<file path="config.mk">
export PLATFORM = sky130hd
export DESIGN_NAME = alu_arbiter_flat
export DESIGN_NICKNAME = d
export VERILOG_FILES = /design/src/rtl/alu_pkg.sv /design/src/rtl/alu_arbiter_if.sv /design/src/rtl/ALU8bit.sv /design/src/rtl/alu_arbiter.sv /design/src/flat_wrapper.sv
export SDC_FILE = /design/constraint.sdc
export NUM_CORES = 1
export LEC_CHECK = 0
export CAP_MARGIN = 20
export CORE_MARGIN = 4
export CORE_UTILIZATION = 45
export CTS_CLUSTER_SIZE = 30
export DETAILED_ROUTE_END_ITERATION = 8
export PLACE_DENSITY = 0.69
export SYNTH_ARGS = -nofsm -noshare
export SYNTH_HDL_FRONTEND = slang
export SYNTH_SLANG_ARGS = --single-unit
</file>
<file path="constraint.sdc">
create_clock -name clk -period 5.05 [get_ports clk]
set_input_delay 1.01 -clock clk [delete_from_list [all_inputs] [get_ports clk]]
set_output_delay 1.01 -clock clk [all_outputs]
set_load 0.005 [all_outputs]
</file>
<file path="src/rtl/alu_pkg.sv">
// Widths, opcode encoding and slot state shared by the ALU, its arbiter and the port interface.
package alu_pkg;

  localparam int DATA_W = 8;
  localparam int SEL_W  = 4;

  typedef logic [DATA_W-1:0] data_t;
  typedef logic [SEL_W-1:0]  sel_t;

  localparam sel_t ALU_PASSB = 4'b0000;
  localparam sel_t ALU_NOTB  = 4'b0001;
  localparam sel_t ALU_AND   = 4'b0010;
  localparam sel_t ALU_OR    = 4'b0011;
  localparam sel_t ALU_XOR   = 4'b0100;
  localparam sel_t ALU_ADD   = 4'b0101;
  localparam sel_t ALU_SUB   = 4'b0110;
  localparam sel_t ALU_SHL   = 4'b0111;
  localparam sel_t ALU_SHR   = 4'b1000;
  localparam sel_t ALU_SRA   = 4'b1001;

  localparam sel_t ALU_SEL_MAX = 4'b1001;

  typedef enum logic {
    SLOT_EMPTY = 1'b0,
    SLOT_FULL  = 1'b1
  } slot_state_t;

  function automatic logic sel_unassigned(input sel_t sel);
    return sel > ALU_SEL_MAX;
  endfunction

endpackage

</file>
<file path="src/rtl/alu_arbiter_if.sv">
// Two requester channels and one response channel around the shared ALU.
interface alu_arbiter_if;
  import alu_pkg::*;

  logic  req0_valid;
  logic  req0_ready;
  sel_t  req0_sel;
  data_t req0_a;
  data_t req0_b;

  logic  req1_valid;
  logic  req1_ready;
  sel_t  req1_sel;
  data_t req1_a;
  data_t req1_b;

  logic  rsp_valid;
  logic  rsp_ready;
  logic  rsp_id;
  data_t rsp_c;
  logic  rsp_cmp;
  logic  rsp_err;

  // Requesters and response consumer.
  modport master (
    output req0_valid, req0_sel, req0_a, req0_b,
    output req1_valid, req1_sel, req1_a, req1_b,
    output rsp_ready,
    input  req0_ready, req1_ready,
    input  rsp_valid, rsp_id, rsp_c, rsp_cmp, rsp_err
  );

  // The arbiter.
  modport slave (
    input  req0_valid, req0_sel, req0_a, req0_b,
    input  req1_valid, req1_sel, req1_a, req1_b,
    input  rsp_ready,
    output req0_ready, req1_ready,
    output rsp_valid, rsp_id, rsp_c, rsp_cmp, rsp_err
  );

endinterface

</file>
<file path="src/rtl/ALU8bit.sv">
// Combinational 8-bit ALU; cmp flags operand A strictly greater than B (unsigned).
module ALU8bit
  import alu_pkg::*;
(
  input  data_t a,
  input  data_t b,
  input  sel_t  sel,
  output data_t c,
  output logic  cmp
);

  always_comb begin
    c = '0;
    case (sel)
      ALU_PASSB: c = b;
      ALU_NOTB:  c = ~b;
      ALU_AND:   c = a & b;
      ALU_OR:    c = a | b;
      ALU_XOR:   c = a ^ b;
      ALU_ADD:   c = a + b;
      ALU_SUB:   c = a - b;
      ALU_SHL:   c = a << b;
      ALU_SHR:   c = a >> b;
      ALU_SRA:   c = data_t'($signed(a) >>> b);
      default:   c = '0;
    endcase
  end

  assign cmp = (a > b);

endmodule

</file>
<file path="src/rtl/alu_arbiter.sv">
// Round-robin sharing of one ALU8bit between two requesters; one registered response slot,
// loaded one edge after acceptance and held bit-stable while the consumer stalls.
module alu_arbiter
  import alu_pkg::*;
#(
  parameter bit RR_INIT = 1'b0
) (
  input  logic         clk,
  input  logic         rst_n,
  alu_arbiter_if.slave bus
);

  slot_state_t state;
  logic        prio;
  logic        rsp_id_q;
  data_t       rsp_c_q;
  logic        rsp_cmp_q;
  logic        rsp_err_q;

  logic  accept;
  logic  gnt_vld;
  logic  gnt_id;
  sel_t  alu_sel;
  data_t alu_a;
  data_t alu_b;
  data_t alu_c;
  logic  alu_cmp;
  logic  op_err;

  // rst_n gates the grant so neither ready can assert while held in reset.
  always_comb begin
    accept  = (state == SLOT_EMPTY) || bus.rsp_ready;
    gnt_id  = (bus.req0_valid && bus.req1_valid) ? prio : bus.req1_valid;
    gnt_vld = rst_n && accept && (bus.req0_valid || bus.req1_valid);
  end

  assign bus.req0_ready = gnt_vld && !gnt_id;
  assign bus.req1_ready = gnt_vld && gnt_id;

  always_comb begin
    alu_sel = bus.req0_sel;
    alu_a   = bus.req0_a;
    alu_b   = bus.req0_b;
    if (gnt_id) begin
      alu_sel = bus.req1_sel;
      alu_a   = bus.req1_a;
      alu_b   = bus.req1_b;
    end
  end

  ALU8bit u_alu (
    .a   (alu_a),
    .b   (alu_b),
    .sel (alu_sel),
    .c   (alu_c),
    .cmp (alu_cmp)
  );

  assign op_err = sel_unassigned(alu_sel);

  always_ff @(posedge clk or negedge rst_n) begin
    if (!rst_n) begin
      state     <= SLOT_EMPTY;
      prio      <= RR_INIT;
      rsp_id_q  <= 1'b0;
      rsp_c_q   <= '0;
      rsp_cmp_q <= 1'b0;
      rsp_err_q <= 1'b0;
    end else begin
      case (state)
        SLOT_EMPTY: if (gnt_vld) state <= SLOT_FULL;
        SLOT_FULL:  if (bus.rsp_ready && !gnt_vld) state <= SLOT_EMPTY;
      endcase
      if (gnt_vld) begin
        prio      <= !gnt_id;
        rsp_id_q  <= gnt_id;
        rsp_c_q   <= op_err ? '0 : alu_c;
        rsp_cmp_q <= op_err ? 1'b0 : alu_cmp;
        rsp_err_q <= op_err;
      end
    end
  end

  assign bus.rsp_valid = (state == SLOT_FULL);
  assign bus.rsp_id    = rsp_id_q;
  assign bus.rsp_c     = rsp_c_q;
  assign bus.rsp_cmp   = rsp_cmp_q;
  assign bus.rsp_err   = rsp_err_q;

endmodule

</file>
<file path="src/flat_wrapper.sv">
// flat-port wrapper written by rule: the top's interface ports become plain ports
module alu_arbiter_flat import alu_pkg::*;
#(
  parameter bit RR_INIT = 1'b0
)
  (clk, rst_n, bus_req0_valid, bus_req0_sel, bus_req0_a, bus_req0_b, bus_req1_valid, bus_req1_sel, bus_req1_a, bus_req1_b, bus_rsp_ready, bus_req0_ready, bus_req1_ready, bus_rsp_valid, bus_rsp_id, bus_rsp_c, bus_rsp_cmp, bus_rsp_err);
  alu_arbiter_if bus_i ();
  input  logic clk;
  input  logic rst_n;
  input wire logic [$bits(bus_i.req0_valid)-1:0] bus_req0_valid;
  input wire logic [$bits(bus_i.req0_sel)-1:0] bus_req0_sel;
  input wire logic [$bits(bus_i.req0_a)-1:0] bus_req0_a;
  input wire logic [$bits(bus_i.req0_b)-1:0] bus_req0_b;
  input wire logic [$bits(bus_i.req1_valid)-1:0] bus_req1_valid;
  input wire logic [$bits(bus_i.req1_sel)-1:0] bus_req1_sel;
  input wire logic [$bits(bus_i.req1_a)-1:0] bus_req1_a;
  input wire logic [$bits(bus_i.req1_b)-1:0] bus_req1_b;
  input wire logic [$bits(bus_i.rsp_ready)-1:0] bus_rsp_ready;
  output wire logic [$bits(bus_i.req0_ready)-1:0] bus_req0_ready;
  output wire logic [$bits(bus_i.req1_ready)-1:0] bus_req1_ready;
  output wire logic [$bits(bus_i.rsp_valid)-1:0] bus_rsp_valid;
  output wire logic [$bits(bus_i.rsp_id)-1:0] bus_rsp_id;
  output wire logic [$bits(bus_i.rsp_c)-1:0] bus_rsp_c;
  output wire logic [$bits(bus_i.rsp_cmp)-1:0] bus_rsp_cmp;
  output wire logic [$bits(bus_i.rsp_err)-1:0] bus_rsp_err;
  assign bus_i.req0_valid = bus_req0_valid;
  assign bus_i.req0_sel = bus_req0_sel;
  assign bus_i.req0_a = bus_req0_a;
  assign bus_i.req0_b = bus_req0_b;
  assign bus_i.req1_valid = bus_req1_valid;
  assign bus_i.req1_sel = bus_req1_sel;
  assign bus_i.req1_a = bus_req1_a;
  assign bus_i.req1_b = bus_req1_b;
  assign bus_i.rsp_ready = bus_rsp_ready;
  assign bus_req0_ready = bus_i.req0_ready;
  assign bus_req1_ready = bus_i.req1_ready;
  assign bus_rsp_valid = bus_i.rsp_valid;
  assign bus_rsp_id = bus_i.rsp_id;
  assign bus_rsp_c = bus_i.rsp_c;
  assign bus_rsp_cmp = bus_i.rsp_cmp;
  assign bus_rsp_err = bus_i.rsp_err;
  alu_arbiter #(.RR_INIT(RR_INIT)) u_core (.clk(clk), .rst_n(rst_n), .bus(bus_i));
endmodule
</file>
==> flow_metrics.env <==
export IMPL_viasPerCell=6.85
export IMPL_drtAntennaViolNets=0
export IMPL_initial_core_util=0.474
export IMPL_status="complete, no violations"
export IMPL_synth_ff_type="dfrtp_1"
export IMPL_synth_top_family_by_area="compound AO/OA/AOI/OAI gates"
export IMPL_rsz0062_at_grt="no"
export IMPL_gp_congestion=1.13
export IMPL_synthAdderAreaFrac=0.0933
export IMPL_finalCritPeriodShare=0.844
export IMPL_synth_compound_area_frac=0.356
export IMPL_grt_pass1_wl_um=23300
export IMPL_syn_to_final_growth_pct=21.5
export IMPL_cp_max_fo=8
export IMPL_drt_total_wl_um=15200
export IMPL_dpl_cell_area_um2=4220
export IMPL_cpPeakStageDelay_ns=0.47
export IMPL_htree_num_levels=1
export IMPL_antenna_found_initial=0
export IMPL_cts_buffers=3
export IMPL_synth_mux_area_frac=0.0855
export IMPL_syn_area_per_cell_um2=7.03
export IMPL_power_density_nw_per_um2=173
export IMPL_path_buf_inv=5
export IMPL_track_usage=0.334
export IMPL_drt_wirelength_per_cell_um=23.6
export IMPL_hold_buffers=0
export IMPL_first_pass_iters=7
export IMPL_slew_violations=0
export IMPL_finalSetupViolCount=0
export IMPL_startpoint_type="primary input"
export IMPL_final_setup_tns_ns=0
export IMPL_cap_violations=0
export IMPL_nets=617
export IMPL_slowest_stage="clkdlybuf4s50_1"
export IMPL_grt_pass1_vias=4236
export IMPL_vdd_ir_drop_max_v=0.000102
export IMPL_fin_skew_ns=0.00117
export IMPL_synth_area_um2=3510
export IMPL_placeableCoreArea_um2=7410
export IMPL_post_cts_resized=0
export IMPL_clk_insertion_delay_late_ns=0.24
export IMPL_synth_cells=500
export IMPL_path_delay_family="compound AO/OA/AOI/OAI gates"
export IMPL_synth_edff_count=0
export IMPL_n_fill_cell=730
export IMPL_die_height_um=96.4
export IMPL_hold_viol=0
export IMPL_io_buffers=58
export IMPL_design_die_area_um2=9290
export IMPL_core_rowCount=31
export IMPL_required_ns=5.15
export IMPL_cts_root_buffer="clkbuf_8"
export IMPL_synth_seq_cells=13
export IMPL_die_x_um=96.4
export IMPL_cp_cell_sequence="clkdlybuf4s50_1, nor2b_1, buf_4, nor3_1, a21oi_1, buf_4, inv_1, ha_1, inv_1, fa_1, a211oi_1, o21ai_0, a21oi_1, xnor2_1, o22ai_1, a41oi_1, a32oi_1"
export IMPL_leakagePower_nw=1.66
export IMPL_final_common_cell="clkdlybuf4s50_1"
export IMPL_tritoncts="yes"
export IMPL_ys_seq_area_frac=0.0926
export IMPL_ios=59
export IMPL_diodes=0
export IMPL_syn_num_nets=570
export IMPL_overflow=0
export IMPL_grt_max_degree=33
export IMPL_holdWs_ns=0.478
export IMPL_mostFrequentLayoutCells="clkdlybuf4s50_1 (58), nand2_1 (53), a21oi_1 (35)"
export IMPL_tightest_slew_ns=0.920
export IMPL_drt_initial_drc_count=439
export IMPL_timing_fmax_mhz=235
export IMPL_min_path_type="reg2reg"
export IMPL_synth_warnings=0
export IMPL_end_kind="flip-flop"
export IMPL_clk_pin_slew_ns=0.06
export IMPL_post_dp_hpwl_um=12300
export IMPL_yosys_area_share_simple=0.246
export IMPL_drc=0
export IMPL_crit_type="in2reg"
export IMPL_cts_buffer_depth=2
export IMPL_min_period_ns=4.26
export IMPL_slew_headroom=0.381
export IMPL_drive_above_1_share=0.0788
export IMPL_yosys_area_share_xor_xnor=0.0499
export IMPL_finalInstanceArea_um2=4270
export IMPL_cp_arrival_ns=4.36
export IMPL_post_cts_setup_buffer_count=0
export IMPL_async_flop_share=1.00
export IMPL_yosysUniqueCellTypes=70
export IMPL_cts_num_sinks=13
export IMPL_via_count=4418
export IMPL_power_total_uw=739
registers in the layout, indices dropped and copies added, names as in the netlist:
signal                cells
u_core.bus.rsp_cmp        1
u_core.bus.rsp_err        1
u_core.bus.rsp_c          8
u_core.prio               1
u_core.bus.rsp_valid      1
u_core.bus.rsp_id         1
power by group:
group | leakage [nW] | switching, mW | total (mW) | internal, mW
registers | 0.168 | 0.00940 | 0.128 | 0.119
logic | 1.47 | 0.306 | 0.517 | 0.212
clock network | 0.0228 | 0.0380 | 0.0937 | 0.0557
cell families after synthesis:
logic type / count (synthesis)
flip-flops: 13
buffers and inverters: 68
AND/OR/NAND/NOR: 171
adder cells (fa/ha/maj): 25
AO/OA/AOI/OAI: 174
multiplexers: 29
XOR/XNOR: 20
path summary, 6_finish.rpt:
path / startpoint / end / slack [ns] / cells after the start
min reg2reg: u_core.bus.rsp_cmp / u_core.bus.rsp_cmp / 0.48 / 2
max: bus_req0_valid / u_core.bus.rsp_c[6] / 0.79 / 17
min: u_core.bus.rsp_cmp / u_core.bus.rsp_cmp / 0.48 / 2
min in group asynchronous: rst_n / u_core.bus.rsp_valid / 1.09 / 2
max in group asynchronous: rst_n / u_core.bus.rsp_c[7] / 3.78 / 2
max reg2reg: u_core.prio / u_core.bus.rsp_c[6] / 1.72 / 16
metal layers:
layer | track usage | part of all wire | vias up | routed length (µm)
met2 | 0.527 | 0.45 | 321 | 6790
met3 | 0.0860 | 0.11 | 61 | 1710
met4 | 0.155 | 0.053 | 0 | 812
met5 | 0 | 0 | - | 0
li1 | - | - | 1985 | -
met1 | 0.424 | 0.39 | 2051 | 5930
stage by stage:
stage	utilization	setup WS, ns	std cells
3_5_place_dp	0.570	0.600	641
4_1_cts	0.576	0.839	645
3_3_place_gp	0.570	0.573	641
2_1_floorplan	-	1.00	500
5_1_grt	0.576	0.633	645
6_report	0.576	0.788	645
worst min-delay path, cell delays in order (launching register included):
cell and delay, ns:
dfrtp_1 0.34, nand2_1 0.05, o31ai_1 0.06
Yosys cell counts, types with 6 or more instances:
cell / number / area (µm²)
mux2i_1: 21 / 210
a211oi_1: 9 / 67.6
nor2b_1: 6 / 37.5
nor2_1: 32 / 120
inv_1: 28 / 105
clkbuf_1: 21 / 78.8
nor3_1: 9 / 45.0
mux2_2: 8 / 90.1
nor4_1: 6 / 37.5
xor2_1: 6 / 52.6
nand2b_1: 13 / 81.3
ha_1: 23 / 288
a32oi_1: 6 / 52.6
o21ai_0: 23 / 115
dfrtp_1: 13 / 325
nand4_1: 7 / 43.8
buf_2: 10 / 50.1
a21oi_1: 35 / 175
a221oi_1: 9 / 78.8
nand2_1: 53 / 199
xnor2_1: 14 / 123
nand3_1: 21 / 105
final cells by class:
cell class / count / area, µm² / share of cell area
inverter: 32 / 120 / 0.0281
multi-input combinational: 419 / 2920 / 0.685
tap: 99 / 124 / 0.0290
sequential: 13 / 325 / 0.0762
timing repair buffer: 78 / 731 / 0.171
clock buffer: 4 / 45.0 / 0.0106
No activity file was read; power rests on OpenSTA's default activity.
